===== src/rtl/mem_avalon_master_if.sv =====
// mem_avalon_master_if: Avalon-MM bus bundle between the MEM-stage master and a memory slave.
interface mem_avalon_master_if;
    logic [31:0] avm_address;
    logic        avm_read;
    logic        avm_write;
    logic [31:0] avm_writedata;
    logic [3:0]  avm_byteenable;
    logic        avm_waitrequest;
    logic [31:0] avm_readdata;
    logic        avm_readdatavalid;
    modport master (
        output avm_address, avm_read, avm_write, avm_writedata, avm_byteenable,
        input  avm_waitrequest, avm_readdata, avm_readdatavalid
    );
    modport slave (
        input  avm_address, avm_read, avm_write, avm_writedata, avm_byteenable,
        output avm_waitrequest, avm_readdata, avm_readdatavalid
    );
endinterface


===== src/rtl/mem_avalon_master.sv =====
// mem_avalon_master: MEM-stage load/store to Avalon-MM master bridge with pipeline stall.
// Define MISALIGN_TRAP_EN to trap misaligned halfword/word accesses instead of issuing them.
module mem_avalon_master (
    input  logic                CLK,
    input  logic                RST_n,
    input  logic                MemRead,
    input  logic                MemWrite,
    input  logic [2:0]          funct3,
    input  logic [31:0]         Address,
    input  logic [31:0]         WriteData,
    mem_avalon_master_if.master avm,
    output logic [31:0]         oData,
    output logic                stall,
    output logic                done,
    output logic                oMisalign
);
    typedef enum logic [1:0] {IDLE, BUS, WAIT, DONE} state_t;
    state_t      state, nxt;
    logic        req, is_rd, mis, mis_req, accept;
    logic [2:0]  f3;
    logic [1:0]  off;
    logic [3:0]  be;
    logic [31:0] wd, ld;
    logic [7:0]  ld_b;
    logic [15:0] ld_h;
    assign req = MemRead | MemWrite;
`ifdef MISALIGN_TRAP_EN
    assign mis_req = (funct3[1:0] == 2'b01) ? Address[0] : (funct3[1:0] != 2'b00) && (Address[1:0] != 2'b00);
`else
    assign mis_req = 1'b0;
`endif
    assign be = (funct3[1:0] == 2'b00) ? 4'b0001 << Address[1:0] :
                (funct3[1:0] == 2'b01) ? 4'b0011 << {Address[1], 1'b0} : 4'b1111;
    assign wd = (funct3[1:0] == 2'b00) ? {4{WriteData[7:0]}} :
                (funct3[1:0] == 2'b01) ? {2{WriteData[15:0]}} : WriteData;
    // Lane selection uses the offset latched at request time, not the live Address.
    assign ld_b = avm.avm_readdata[{off, 3'b000} +: 8];
    assign ld_h = avm.avm_readdata[{off[1], 4'b0000} +: 16];
    assign ld   = (f3[1:0] == 2'b00) ? {{24{ld_b[7] & ~f3[2]}}, ld_b} :
                  (f3[1:0] == 2'b01) ? {{16{ld_h[15] & ~f3[2]}}, ld_h} : avm.avm_readdata;
    assign accept    = (state == BUS) && !avm.avm_waitrequest;
    assign done      = state == DONE;
    assign oMisalign = done & mis;
    assign stall     = (state == IDLE && req) || state == BUS || state == WAIT;
    always_comb begin
        nxt = state;
        case (state)
            IDLE:    nxt = !req ? IDLE : mis_req ? DONE : BUS;
            BUS:     nxt = avm.avm_waitrequest ? BUS : (is_rd && !avm.avm_readdatavalid) ? WAIT : DONE;
            WAIT:    nxt = avm.avm_readdatavalid ? DONE : WAIT;
            default: nxt = IDLE;
        endcase
    end
    always_ff @(posedge CLK or negedge RST_n) begin
        if (!RST_n) state <= IDLE;
        else        state <= nxt;
    end
    always_ff @(posedge CLK or negedge RST_n) begin
        if (!RST_n) begin
            avm.avm_address    <= '0;
            avm.avm_read       <= 1'b0;
            avm.avm_write      <= 1'b0;
            avm.avm_writedata  <= '0;
            avm.avm_byteenable <= '0;
            oData              <= '0;
            is_rd              <= 1'b0;
            mis                <= 1'b0;
            f3                 <= '0;
            off                <= '0;
        end else begin
            if (state == IDLE && req) begin
                avm.avm_address    <= {Address[31:2], 2'b00};
                avm.avm_byteenable <= be;
                avm.avm_writedata  <= wd;
                avm.avm_read       <= MemRead & ~mis_req;
                avm.avm_write      <= ~MemRead & ~mis_req;
                is_rd              <= MemRead;
                mis                <= mis_req;
                f3                 <= funct3;
                off                <= Address[1:0];
                if (mis_req) oData <= '0;
            end
            if (accept) begin
                avm.avm_read  <= 1'b0;
                avm.avm_write <= 1'b0;
            end
            if ((accept || state == WAIT) && is_rd && avm.avm_readdatavalid) oData <= ld;
        end
    end
endmodule

===== src/flat_wrapper.sv =====
// flat-port wrapper written by rule: the top's interface ports become plain ports
module mem_avalon_master_flat 
  (CLK, RST_n, MemRead, MemWrite, funct3, Address, WriteData, oData, stall, done, oMisalign, avm_avm_address, avm_avm_read, avm_avm_write, avm_avm_writedata, avm_avm_byteenable, avm_avm_waitrequest, avm_avm_readdata, avm_avm_readdatavalid);
  mem_avalon_master_if avm_i ();
  input  logic CLK;
  input  logic RST_n;
  input  logic MemRead;
  input  logic MemWrite;
  input  logic [2:0] funct3;
  input  logic [31:0] Address;
  input  logic [31:0] WriteData;
  output logic [31:0] oData;
  output logic stall;
  output logic done;
  output logic oMisalign;
  output wire logic [$bits(avm_i.avm_address)-1:0] avm_avm_address;
  output wire logic [$bits(avm_i.avm_read)-1:0] avm_avm_read;
  output wire logic [$bits(avm_i.avm_write)-1:0] avm_avm_write;
  output wire logic [$bits(avm_i.avm_writedata)-1:0] avm_avm_writedata;
  output wire logic [$bits(avm_i.avm_byteenable)-1:0] avm_avm_byteenable;
  input wire logic [$bits(avm_i.avm_waitrequest)-1:0] avm_avm_waitrequest;
  input wire logic [$bits(avm_i.avm_readdata)-1:0] avm_avm_readdata;
  input wire logic [$bits(avm_i.avm_readdatavalid)-1:0] avm_avm_readdatavalid;
  assign avm_avm_address = avm_i.avm_address;
  assign avm_avm_read = avm_i.avm_read;
  assign avm_avm_write = avm_i.avm_write;
  assign avm_avm_writedata = avm_i.avm_writedata;
  assign avm_avm_byteenable = avm_i.avm_byteenable;
  assign avm_i.avm_waitrequest = avm_avm_waitrequest;
  assign avm_i.avm_readdata = avm_avm_readdata;
  assign avm_i.avm_readdatavalid = avm_avm_readdatavalid;
  mem_avalon_master u_core (.CLK(CLK), .RST_n(RST_n), .MemRead(MemRead), .MemWrite(MemWrite), .funct3(funct3), .Address(Address), .WriteData(WriteData), .avm(avm_i), .oData(oData), .stall(stall), .done(done), .oMisalign(oMisalign));
endmodule

===== config.mk =====
export PLATFORM = sky130hd
export DESIGN_NAME = mem_avalon_master_flat
export DESIGN_NICKNAME = d
export VERILOG_FILES = /design/src/rtl/mem_avalon_master_if.sv /design/src/rtl/mem_avalon_master.sv /design/src/flat_wrapper.sv
export SDC_FILE = /design/constraint.sdc
export NUM_CORES = 1
export LEC_CHECK = 0
export ABC_AREA = 1
export BUFFER_PORTS_ARGS = -buffer_cell sky130_fd_sc_hd__buf_4
export CELL_PAD_IN_SITES_DETAIL_PLACEMENT = 1
export CELL_PAD_IN_SITES_GLOBAL_PLACEMENT = 1
export CORE_MARGIN = 2
export CORE_UTILIZATION = 37
export DETAILED_ROUTE_END_ITERATION = 8
export PLACE_DENSITY_LB_ADDON = 0.1
export SYNTH_ARGS = -nofsm -noshare
export SYNTH_HDL_FRONTEND = slang
export SYNTH_SLANG_ARGS = --single-unit
export TNS_END_PERCENT = 5

===== constraint.sdc =====
create_clock -name CLK -period 3.95 [get_ports CLK]
set_input_delay 0.395 -clock CLK [delete_from_list [all_inputs] [get_ports CLK]]
set_output_delay 0.395 -clock CLK [all_outputs]
set_load 0.05 [all_outputs]

# After elaboration in Yosys (flattened, before gate mapping)
# Cells that the tools add are included.
[totals] regBits=108 inputBits=105
[op_classes] n_eq_ne=5 shift=4 mux=15 bitwise=5 n_reduce_logical=14
[ops] op="$mux 32" n=4
[ops] op="$shiftx 32x6->16" n=1
[ops] op="$shiftx 32x6->8" n=1
[ops] op="$mux 4" n=2
[ops] op="$mux 1" n=7
[ops] op="$eq 2x1->1 const B" n=3
[ops] op="$logic_not 2->1" n=3
[ops] op="$pmux 2 s3" n=1
[ops] op="$logic_and 1x1->1" n=5
[ops] op="$eq 2x2->1 const B" n=2
[ops] op="$shl 1x2->4 const A" n=1
[ops] op="$shl 2x2->4 const A" n=1
[ops] op="$logic_or 1x1->1" n=3
[ops] op="$and 1x1->1" n=2
[ops] op="$logic_not 1->1" n=2
[ops] op="$mux 2" n=1
[ops] op="$not 1->1" n=2
[ops] op="$reduce_bool 2->1" n=1
[ops] op="$or 1x1->1" n=1

# Depth between registers and ports, before layout
# Gate-level depths: netlist (run 1).
[depth] depth_word=5 ltp_mapped=11 ltp_nobuf=9

# Worst setup path before layout (run 1)
# Ideal clock, no wire load.
[synth_path] path_kind="input to output" startpoint="input MemRead" endpoint="output stall" arrival_time_ns=1.358 t_required_ns=3.555 slack_ns=2.197 stages=6 path_buffers=2 path_cell_list="inv_1 nand2_1 nand3_1 buf_2 buf_2 nand3_1"
[synth_via] elab_chain_cells=4
[synth_rtl] element="start, declared" line_no="flat_wrapper.sv:7" source="input logic MemRead;"
[synth_rtl] element="$or 1x1->1" line_no="mem_avalon_master.sv:26" source="assign req = MemRead | MemWrite;"
[synth_rtl] element="$logic_and 1x1->1" line_no="mem_avalon_master.sv:44" source="assign stall = (state == IDLE && req) || state == BUS || state == WAIT;"
[synth_rtl] element="$logic_or 1x1->1 (2 in series)" line_no="mem_avalon_master.sv:44"
[synth_rtl] element="end, declared" line_no="flat_wrapper.sv:13" source="output logic stall;"
# Every way passes these cells.

# Final worst setup path (run 1)
[layout_path] startpoint="register u_core.state[0]" endpoint="register u_core.avm.avm_writedata[27]"
[layout_via] elab_chain_cells=2
[layout_rtl] element="start, declared" line_no="mem_avalon_master.sv:18" source="state_t state, nxt;"
[layout_rtl] element="start signal, assigned" line_no="mem_avalon_master.sv:56" source="else state <= nxt;"
[layout_rtl] element="$logic_not 2->1" line_no="mem_avalon_master.sv:71" source="if (state == IDLE && req) begin"
[layout_rtl] element="$logic_and 1x1->1" line_no="mem_avalon_master.sv:71"
[layout_rtl] element="end signal, assigned" line_no="mem_avalon_master.sv:74" source="avm.avm_writedata <= wd;"
[layout_rtl] element="end, declared" line_no="mem_avalon_master_if.sv:12" source="output avm_address, avm_read, avm_write, avm_writedata, avm_byteenable,"
# Every way passes these cells.
# A chain may end at the register's enable or synchronous reset.

==> results by group, run 1 <==
Detailed routing
  – First-pass DRT Iterations: 4
  – DR DRC count: 0
  – Antenna-violating nets left: 0
  – WL/cell: 16.4 um
  – DRT iter0 DRCs: 251
  – Number of vias per cell: 5.01
  – DR vias: 5464
  – Detailed Route WL: approximately 18 mm

Synth
  – Complex-gate fraction of the synthesized area: 7.23%
  – Post-synthesis mux area share: 0%
  – Top cells by count, synth: nand2_1, dfrtp_1, nand3_1
  – Top-count cell post-synth: nand2_1
  – Adder-Cell Fraction of Synth Area: 0%
  – Flops & latches, synth: ~110
  – Syn Area/Cell: 7.46 um2
  – Post-synth EDFFs: 0
  – YS warnings: 0
  – Post-synthesis sequential area ratio: 50.2%
  – Post-Synth XOR/XNOR Area: 0%
  – Top area cells in the synthesized netlist: dfrtp_1, nand2_1, nand3_1
  – Largest family of logic cells by synthesized area: simple AND/OR/NAND/NOR gates
  – Cells after Synth: 721
  – Yosys top cell area share: 50.2%
  – Syn Std Cell Area: between 5000 and 6000 um2
  – Async set-or-reset flop fraction in the synthesized netlist: 100%
  – Main synth FF type: dfrtp_1
  – Post-synth cell types: 29
  – Post-synthesis simple-gate area fraction: 34.2%
  – Leading area contributor after synthesis: dfrtp_1

Global routing
  – Initial antenna violation count: 0
  – First-pass GRT wire length: ~29 mm
  – Gr usage total: about a quarter
  – Grt ovf: 0
  – Vias in the first global route: 5832
  – Largest net degree at the start of global routing: 65

STA
  – Slew HR: roughly 37%
  – Final worst path period share: just over 60%
  – Final Hold Viols: 0
  – Worst Skew: 0.00758 ns
  – Slew @ Worst Pin: ~0.94 ns
  – F_max: 0.411 GHz
  – Min cycle time layout: 2.43 ns
  – RSZ-0062 raised after global routing: no
  – Final setup fails: 0
  – Slew Limit Fails: 0
  – Fin Setup TNS: 0 ns

Clock network
  – Clock slew at reported path FFs: around 0.070 ns
  – Root buffer cell: clkbuf_16
  – TritonCTS clock tree: built
  – Max Buffers Root-to-Sink: 2
  – Later-pin clock latency in the skew report: 0.36 ns
  – Clk sinks: between 100 and 150
  – # H-tree levels: 3
  – Post CTS Setup Buffer Count: 0
  – Total CTS buffers: 9

Critical path
  – Reg2reg end: u_core.avm.avm_writedata[27]
  – Critical path class: flip-flop to flip-flop
  – R2R depth: 6
  – CP endpoint kind: flip-flop
  – Slowest cell delay on critical path: between 0.5 and 0.6 ns
  – Worst setup SP type: flip-flop
  – Critical Path Stages: 6
  – FF-to-FF Start: u_core.state[0]
  – CP endpoint: u_core.avm.avm_writedata[27]
  – Worst path bufs/invs: 3
  – Worst endpoint required time: 4.20 ns
  – Reg2reg setup slack: ~1.5 ns
  – Crit-path cells: inv_1 -> nand3_2 -> inv_2 -> buf_4 -> nand4_1 -> o21a_1
  – Slowest cell on crit path: buf_4
  – Delay-heaviest family, CP: buffers and inverters
  – Crit path from: u_core.state[0]
  – CP Max Fanout: 64
  – Worst Path Arrival: roughly 2.7 ns

Final layout
  – Layout Nets: 1008
  – Antenna cell count: 0
  – Share of layout cells above drive strength 1: 26.7%
  – Area grow syn2layout: 34.7%
  – Fin util: 50.4%

Run
  – Maxcap violations: 0

Floorplanning
  – Ports: between 200 and 250
  – Site Rows: 44
  – Die area: 15500 um2
  – Initial core utilization: 37.4%
  – Die Y: 125 um
  – Core area: 14400 um2
  – Die width: 125 um

Pwr
  – Sw frac: a little over half
  – Switching Power: approximately 0.0040 W
  – Static Leakage: 3.98 nW
  – Peak supply drop: approximately 530 uV
  – Pwr dens: 1010 nW/um2
  – Gate power share: 59.8%
  – Clock Power Share: 11.7%
  – Sequential power share: around 28%
  – Pint: 0.00333 W

Hold path
  – Hold Crit Class: input port to flip-flop

Place
  – Post-DP HPWL: 13.2 mm
  – GPL Wtd Cong: 0.885
  – Port Buf Inserts: 206

Run status
  – Status: completed
worst min-delay path by stage:
| stage | start | endpoint | slack (ns) | cells past startpoint |
|---|---|---|---|---|
| 2_1_floorplan | RST_n | u_core.avm.avm_address[10] | 0.1 | 0 |
| 3_3_place_gp | RST_n | u_core.oData[13] | 0.34 | 1 |
| 3_5_place_dp | RST_n | u_core.oData[9] | 0.35 | 1 |
| 4_1_cts | Address[20] | u_core.avm.avm_address[20] | 0.22 | 3 |
| 5_1_grt | Address[21] | u_core.avm.avm_address[21] | 0.23 | 3 |
| 6_report | Address[20] | u_core.avm.avm_address[20] | 0.24 | 3 |
placed cells by master, fill, tap and decap left out, drive strengths merged:
cell type / count
nand3: 63
nand4: 2
buf: 211
nand3b: 1
dlygate4sd3: 1
dfrtp: 108
nand2: 337
clkinvlp: 1
o21a: 1
o211ai: 6
o21bai: 1
clkbuf: 11
clkinv: 3
nor2: 45
o21ai: 29
inv: 52
a21oi: 13
a31oi: 13
nor3: 1
a22oi: 5
conb: 3
per-stage QoR:
| step | worst slack, ns | power (W) | std cells | cell area [um2] | hold WS, ns |
|---|---|---|---|---|---|
| final | 1.52 | 0.00732 | 1091 | 7240 | 0.237 |
| after global routing | 1.24 | 0.00781 | 1091 | 7240 | 0.233 |
| after CTS | 1.49 | 0.00740 | 1091 | 7240 | 0.223 |
| after detailed placement | 1.46 | 0.00651 | 1075 | 6970 | 0.346 |
| after global placement | 1.58 | 0.00640 | 1075 | 6970 | 0.343 |
| after floorplan | 2.20 | 0.00514 | 723 | 5390 | 0.0994 |
power groups by stage:
stage               Clock (W)  Combinational [W]  Sequential [W]
floorplan                   0            0.00146         0.00367
global placement            0            0.00432         0.00208
detailed placement          0            0.00442         0.00209
CTS                  0.000886            0.00443         0.00209
global route         0.000924            0.00472         0.00216
finish               0.000859            0.00438         0.00208
repair_timing:
item | 4_1_cts | 5_1_grt
hold buffers | 1 | 0
gates resized for setup | 0 | 0
hold endpoints to repair | 27 | 0
flip-flops by register name, summed over array words and instances (netlist names):
signal / count
u_core.state: 2
u_core.off: 2
u_core.avm.avm_address: 30
u_core.avm.avm_write: 1
u_core.f3: 3
u_core.avm.avm_writedata: 32
u_core.oData: 32
u_core.avm.avm_byteenable: 4
u_core.avm.avm_read: 1
u_core.is_rd: 1
cell families after synthesis:
group                  count (synthesis)
AOI/OAI and AO/OA                     68
DFF                                  108
buffers and inverters                 95
and+or+nand+nor                      449
other                                  1
worst min-delay path, stage by stage:
cell and delay [ns]:
buf_4 0.08, nand2_1 0.04, nand2_1 0.05
per-layer routing:
metal | up-vias | share of wire [%] | track usage (%)
li1 | 2607 | - | -
met1 | 2660 | 42 | 29.4
met4 | 0 | 1.8 | 6.81
met3 | 23 | 8.0 | 6.87
met2 | 174 | 48 | 39.7
met5 | - | 0 | 0
cell type report:
cell class                 count  area (um2)
clock buffer                  11         243
clock inverter                 4        26.3
fill                        1847        7120
inverter                      52         198
multi-input combinational    520        2250
sequential                   108        2700
tap                          184         230
timing repair buffer         212        1590
Note: power is estimated with default switching activity, not from simulation.
==> run 2, diff against run 1 <==
Settings changed: CORE_UTILIZATION 37 to 31.
Clock period 3.95 ns to 2.1 ns, I/O delays scaled along.
==> results by group, run 2 (same netlist as run 1, synthesis figures left out) <==
Run status
  – Status: completed

Critical path
  – CP Max Fanout: 65
  – Slowest cell on crit path: dfrtp_1
  – Slowest cell delay on critical path: 0.42 ns
  – R2R depth: 7
  – Worst endpoint required time: ~1.9 ns
  – Crit-path cells: inv_1 -> nand3_2 -> buf_12 -> nand3_1 -> buf_4
  – Worst Path Arrival: around 1.6 ns
  – Reg2reg end: u_core.oData[20]
  – Worst path bufs/invs: 3
  – Delay-heaviest family, CP: buffers and inverters
  – Worst setup SP type: flip-flop
  – FF-to-FF Start: u_core.off[1]
  – CP endpoint kind: output port
  – Critical path class: flip-flop to output port
  – Reg2reg setup slack: slightly below 0.4 ns

Pwr
  – Peak supply drop: 788 uV
  – Pwr dens: 1900 nW/um2
  – Static Leakage: 4.07 nW

STA
  – Final Hold Viols: 0
  – Final worst path period share: between 80% and 90%
  – Min cycle time layout: ~1.8 ns
  – Fin Setup TNS: 0 ns
  – Slew HR: 54.5%
  – Final setup fails: 0
  – Slew Limit Fails: 0
  – RSZ-0062 raised after global routing: no
  – F_max: 0.556 GHz
  – WHS: 0.0481 ns
  – Worst Skew: 0.0103 ns
  – Slew @ Worst Pin: 0.680 ns

Run
  – Maxcap violations: 0

Floorplanning
  – Site Rows: 48
  – Die Y: 136 um
  – Initial core utilization: 31.4%
  – Die area: 18400 um2
  – Core area: approximately 17000 um2
  – Ports: 210
  – Die width: 136 um

Global routing
  – First-pass GRT wire length: 30.1 mm
  – Grt ovf: 0
  – Vias in the first global route: 5840
  – Gr usage total: a little over a fifth
  – Initial antenna violation count: 0
  – Largest net degree at the start of global routing: 66

Final layout
  – Most common cell after layout, fill and taps aside: nand2_1
  – Layout Nets: 1018
  – Fin util: 43.6%
  – Most frequent cells in the layout: nand2_1, buf_4, dfrtp_1
  – Area grow syn2layout: 38.6%
  – Share of layout cells above drive strength 1: between 20 and 30%
  – Antenna cell count: 0
  – Largest regs: u_core.avm.avm_writedata x32, u_core.oData x32, u_core.avm.avm_address x30

Place
  – Port Buf Inserts: 206
  – Post-DP HPWL: ~14 mm
  – GPL Wtd Cong: roughly 0.86

Detailed routing
  – DR DRC count: 0
  – DRT iter0 DRCs: 191
  – DR vias: 5477
  – Number of vias per cell: 4.79
  – Antenna-violating nets left: 0
  – Detailed Route WL: 19.0 mm
  – WL/cell: about 17 um
  – First-pass DRT Iterations: 4

Clock network
  – Root buffer cell: clkbuf_16
  – Clk sinks: around 110
  – # H-tree levels: 3
  – Total CTS buffers: 9
  – TritonCTS clock tree: built
  – Clock slew at reported path FFs: 0.08 ns
  – Later-pin clock latency in the skew report: 0.36 ns
  – Max Buffers Root-to-Sink: 2

Hold path
  – Hold path endpoint: u_core.avm.avm_address[25]
  – Hold Crit Class: input port to flip-flop
  – Hold Path Origin: Address[25]
  – Worst hold stages: 3
-- run 2: power breakdown --
group,switching (W),total (W),internal [W]
Sequential,0.000682,0.00378,0.00310
Combinational,0.00606,0.00852,0.00245
Clock,0.000858,0.00184,0.000983
Total,0.00760,0.0141,0.00654
-- run 2: what timing repair did --
item	in CTS	in global routing
endpoints found under the hold margin	42	0
setup buffers	0	0
hold buffers	1	0
resized for setup	0	0
-- run 2: final cells by class --
cell class,count,area [um2]
fillers,2177,9660
flip-flops and latches,108,2700
multi-input cells,520,2250
repair buffers,222,1710
well taps,225,282
clock buffers,10,239
inverters,52,198
clock inverters,6,80.1
-- run 2: tightest hold or removal path, cell delays in order --
cell and delay (ns):
buf_4 0.08, nand2_1 0.04, nand2_1 0.04
-- run 2: worst max-delay path by stage --
stage                         start               end  slack [ns]  cells past startpoint
finish              u_core.state[1]             stall        0.30                      5
global route        u_core.state[1]             stall        0.20                      5
CTS                 u_core.state[1]             stall        0.26                      5
detailed placement    u_core.off[1]  u_core.oData[16]        0.37                      7
global placement      u_core.off[1]  u_core.oData[26]        0.45                      7
floorplan           u_core.state[1]             stall        0.57                      5
-- run 2: per-layer routing --
layer | global-route usage [%] | part of all wire, % | routed length, um | vias up
met5 | 0 | 0 | 0 | -
met4 | 5.56 | 1.5 | 282 | 0
met3 | 7.00 | 8.2 | 1560 | 20
met2 | 36.0 | 50 | 9420 | 171
met1 | 24.9 | 41 | 7720 | 2660
li1 | - | - | - | 2626
-- run 2: through the flow --
stage,cells,setup WS [ns],area [um2],total power [W]
after floorplan,723,0.571,5390,0.00967
after global placement,1126,0.446,7130,0.0122
after detailed placement,1126,0.372,7130,0.0124
after CTS,1143,0.262,7460,0.0143
after global routing,1143,0.198,7460,0.0151
final,1143,0.301,7460,0.0141
==> run 3, diff against run 2 <==
Settings changed: ABC_AREA 1 to 0, CORE_UTILIZATION 31 to 32.
==> results by group, run 3 <==
Run status
  – Status: completed

Critical path
  – Slowest cell delay on critical path: 0.49 ns
  – Worst endpoint required time: 2.36 ns
  – Worst path bufs/invs: 0
  – Delay-heaviest family, CP: compound AO/OA/AOI/OAI gates
  – Worst setup SP type: flip-flop
  – Crit-path cells: nor3b_4 -> o211a_4 -> o2111ai_4 -> o211ai_1
  – CP endpoint kind: flip-flop
  – CP Max Fanout: 20
  – Critical path class: flip-flop to flip-flop
  – Worst Path Arrival: about 2 ns
  – Slowest cell on crit path: dfrtp_1

Synth
  – Main synth FF type: dfrtp_1
  – Post-synth cell types: 44
  – Post-synthesis sequential area ratio: 52.9%
  – Yosys top cell area share: 52.9%
  – Flops & latches, synth: about 110
  – Top area cells in the synthesized netlist: dfrtp_1, nand2_1, mux2i_1
  – Syn Std Cell Area: 5110 um2
  – YS warnings: 0
  – Cells after Synth: around 550
  – Top cells by count, synth: nand2_1, dfrtp_1, o21ai_0
  – Syn Area/Cell: 9.38 um2
  – Top-count cell post-synth: nand2_1
  – Async set-or-reset flop fraction in the synthesized netlist: 100%
  – Leading area contributor after synthesis: dfrtp_1
  – Post-synth EDFFs: 0

Detailed routing
  – DRT iter0 DRCs: 152
  – DR vias: 4750
  – Number of vias per cell: 4.94
  – Detailed Route WL: 16.9 mm
  – WL/cell: 17.6 um
  – DR DRC count: 0
  – Antenna-violating nets left: 0
  – First-pass DRT Iterations: 4

Clock network
  – Max Buffers Root-to-Sink: 2
  – # H-tree levels: 3
  – Clk sinks: 108
  – Clock slew at reported path FFs: around 0.070 ns
  – Root buffer cell: clkbuf_16
  – Later-pin clock latency in the skew report: around 0.35 ns
  – Post CTS Setup Buffer Count: 0
  – Total CTS buffers: 9
  – TritonCTS clock tree: built

STA
  – RSZ-0062 raised after global routing: no
  – F_max: 0.559 GHz
  – Slew @ Worst Pin: between 0.5 and 0.6 ns
  – Final worst path period share: 85.1%
  – Min cycle time layout: 1.79 ns
  – Slew Limit Fails: 0
  – Worst Skew: between 0.004 and 0.005 ns
  – Slew HR: 61.2%
  – Final setup fails: 0
  – Final Hold Viols: 0
  – Fin Setup TNS: 0 ns
  – PnR worst setup slack: roughly 0.31 ns

Hold path
  – Hold Crit Class: input port to flip-flop

Final layout
  – Area grow syn2layout: 40.9%
  – Antenna cell count: 0
  – Most frequent cells in the layout: buf_4, nand2_1, dfrtp_1
  – Most common cell after layout, fill and taps aside: buf_4
  – Largest regs: u_core.avm.avm_writedata x32, u_core.oData x32, u_core.avm.avm_address x30
  – Layout Nets: 846
  – Final non-filler cell total: 962
  – Fin util: 45.7%
  – Share of layout cells above drive strength 1: 34.7%

Pwr
  – Sequential power share: 28.1%
  – Pwr dens: between 1500 and 2000 nW/um2
  – Pint: approximately 0.0064 W
  – Sw frac: 51.7%
  – Switching Power: 0.00689 W
  – Static Leakage: 3.65 nW
  – Clock Power Share: 13.1%
  – Gate power share: 58.8%
  – Peak supply drop: around 880 uV

Global routing
  – Initial antenna violation count: 0
  – Vias in the first global route: 5012
  – First-pass GRT wire length: 26.6 mm
  – Grt ovf: 0
  – Largest net degree at the start of global routing: 52
  – Gr usage total: 20.4%

Floorplanning
  – Die Y: 130 um
  – Ports: between 200 and 250
  – Die area: 17000 um2
  – Die width: between 100 and 150 um
  – Initial core utilization: 32.4%
  – Site Rows: between 40 and 50
  – Core area: 15800 um2

Place
  – Port Buf Inserts: roughly 210
  – DP Cell Count: 945
  – Post-DP HPWL: between 10 and 15 mm
  – GPL Wtd Cong: 0.861
  – Place WS: 0.341 ns

Run
  – Maxcap violations: 0
==> run 3: changes by cell type after synthesis, moves of 8 or more <==
cell / change
nand2_1: -139
inv_1: -42
nand3_1: -33
mux2i_1: +25
nor2_1: -15
a31oi_1: -10
mux4_2: +8
==> run 3: power groups by stage <==
stage          Clock (W)  Sequential [W]  Combinational (W)
2_1_floorplan          0         0.00678            0.00226
3_3_place_gp           0         0.00374            0.00774
3_5_place_dp           0         0.00379            0.00790
4_1_cts          0.00183         0.00376            0.00792
5_1_grt          0.00190         0.00389            0.00837
6_report         0.00175         0.00374            0.00783
==> run 3: cell families after synthesis <==
kind of cell	Yosys count	synth area share, %
AO/OA/AOI/OAI	92	12.7
flip-flops	108	52.9
multiplexers	34	8.64
buffers and inverters	45	4.33
other	1	0.0734
AND/OR/NAND/NOR	265	21.3
==> run 3: timing repair <==
item / CTS / global route
resized for setup: 0 / 0
endpoints found under the hold margin: 39 / 0
endpoints found under the setup margin: 0 / 0
hold buffers: 1 / 0
==> run 3: per-stage QoR <==
stage                     instance area [um2]  total power, W  hold slack [ns]
final                                    7200          0.0133           0.0428
after CTS                                7200          0.0135           0.0278
after global placement                   6890          0.0115            0.245
after detailed placement                 6890          0.0117            0.252
after global routing                     7200          0.0142           0.0372
after floorplan                          5120         0.00904          -0.0856
==> run 3: worst min-delay path, cell delays in order <==
cell and delay (ns):
buf_4 0.08, nand2_1 0.04, nand2_1 0.04
==> run 3: layout make-up <==
type,instances,area [um2]
clock buffer,11,253
clock inverter,5,50.0
fill,1862,8570
inverter,6,22.5
multi-input combinational,394,2210
sequential,108,2700
tap,216,270
timing repair buffer,222,1690
==> run 3: path summary, 6_finish.rpt <==
kind	from	to	slack [ns]	depth (start not counted)
setup / recovery	u_core.state[0]	u_core.oData[31]	0.31	4
hold / removal	Address[15]	u_core.avm.avm_address[15]	0.04	3
setup reg to reg	u_core.state[0]	u_core.oData[31]	0.31	4
hold reg to reg	u_core.avm.avm_address[28]	u_core.avm.avm_address[28]	0.48	2
max in group asynchronous	RST_n	u_core.avm.avm_address[16]	0.95	3
min in group asynchronous	RST_n	u_core.oData[18]	0.39	2
==> run 3: layer usage <==
layer	up-vias	global-route usage (%)	wire length (um)
met1	2317	23.8	6760
met4	0	7.01	400
met5	-	0	0
met3	27	7.70	1460
li1	2236	-	-
met2	170	34.6	8320
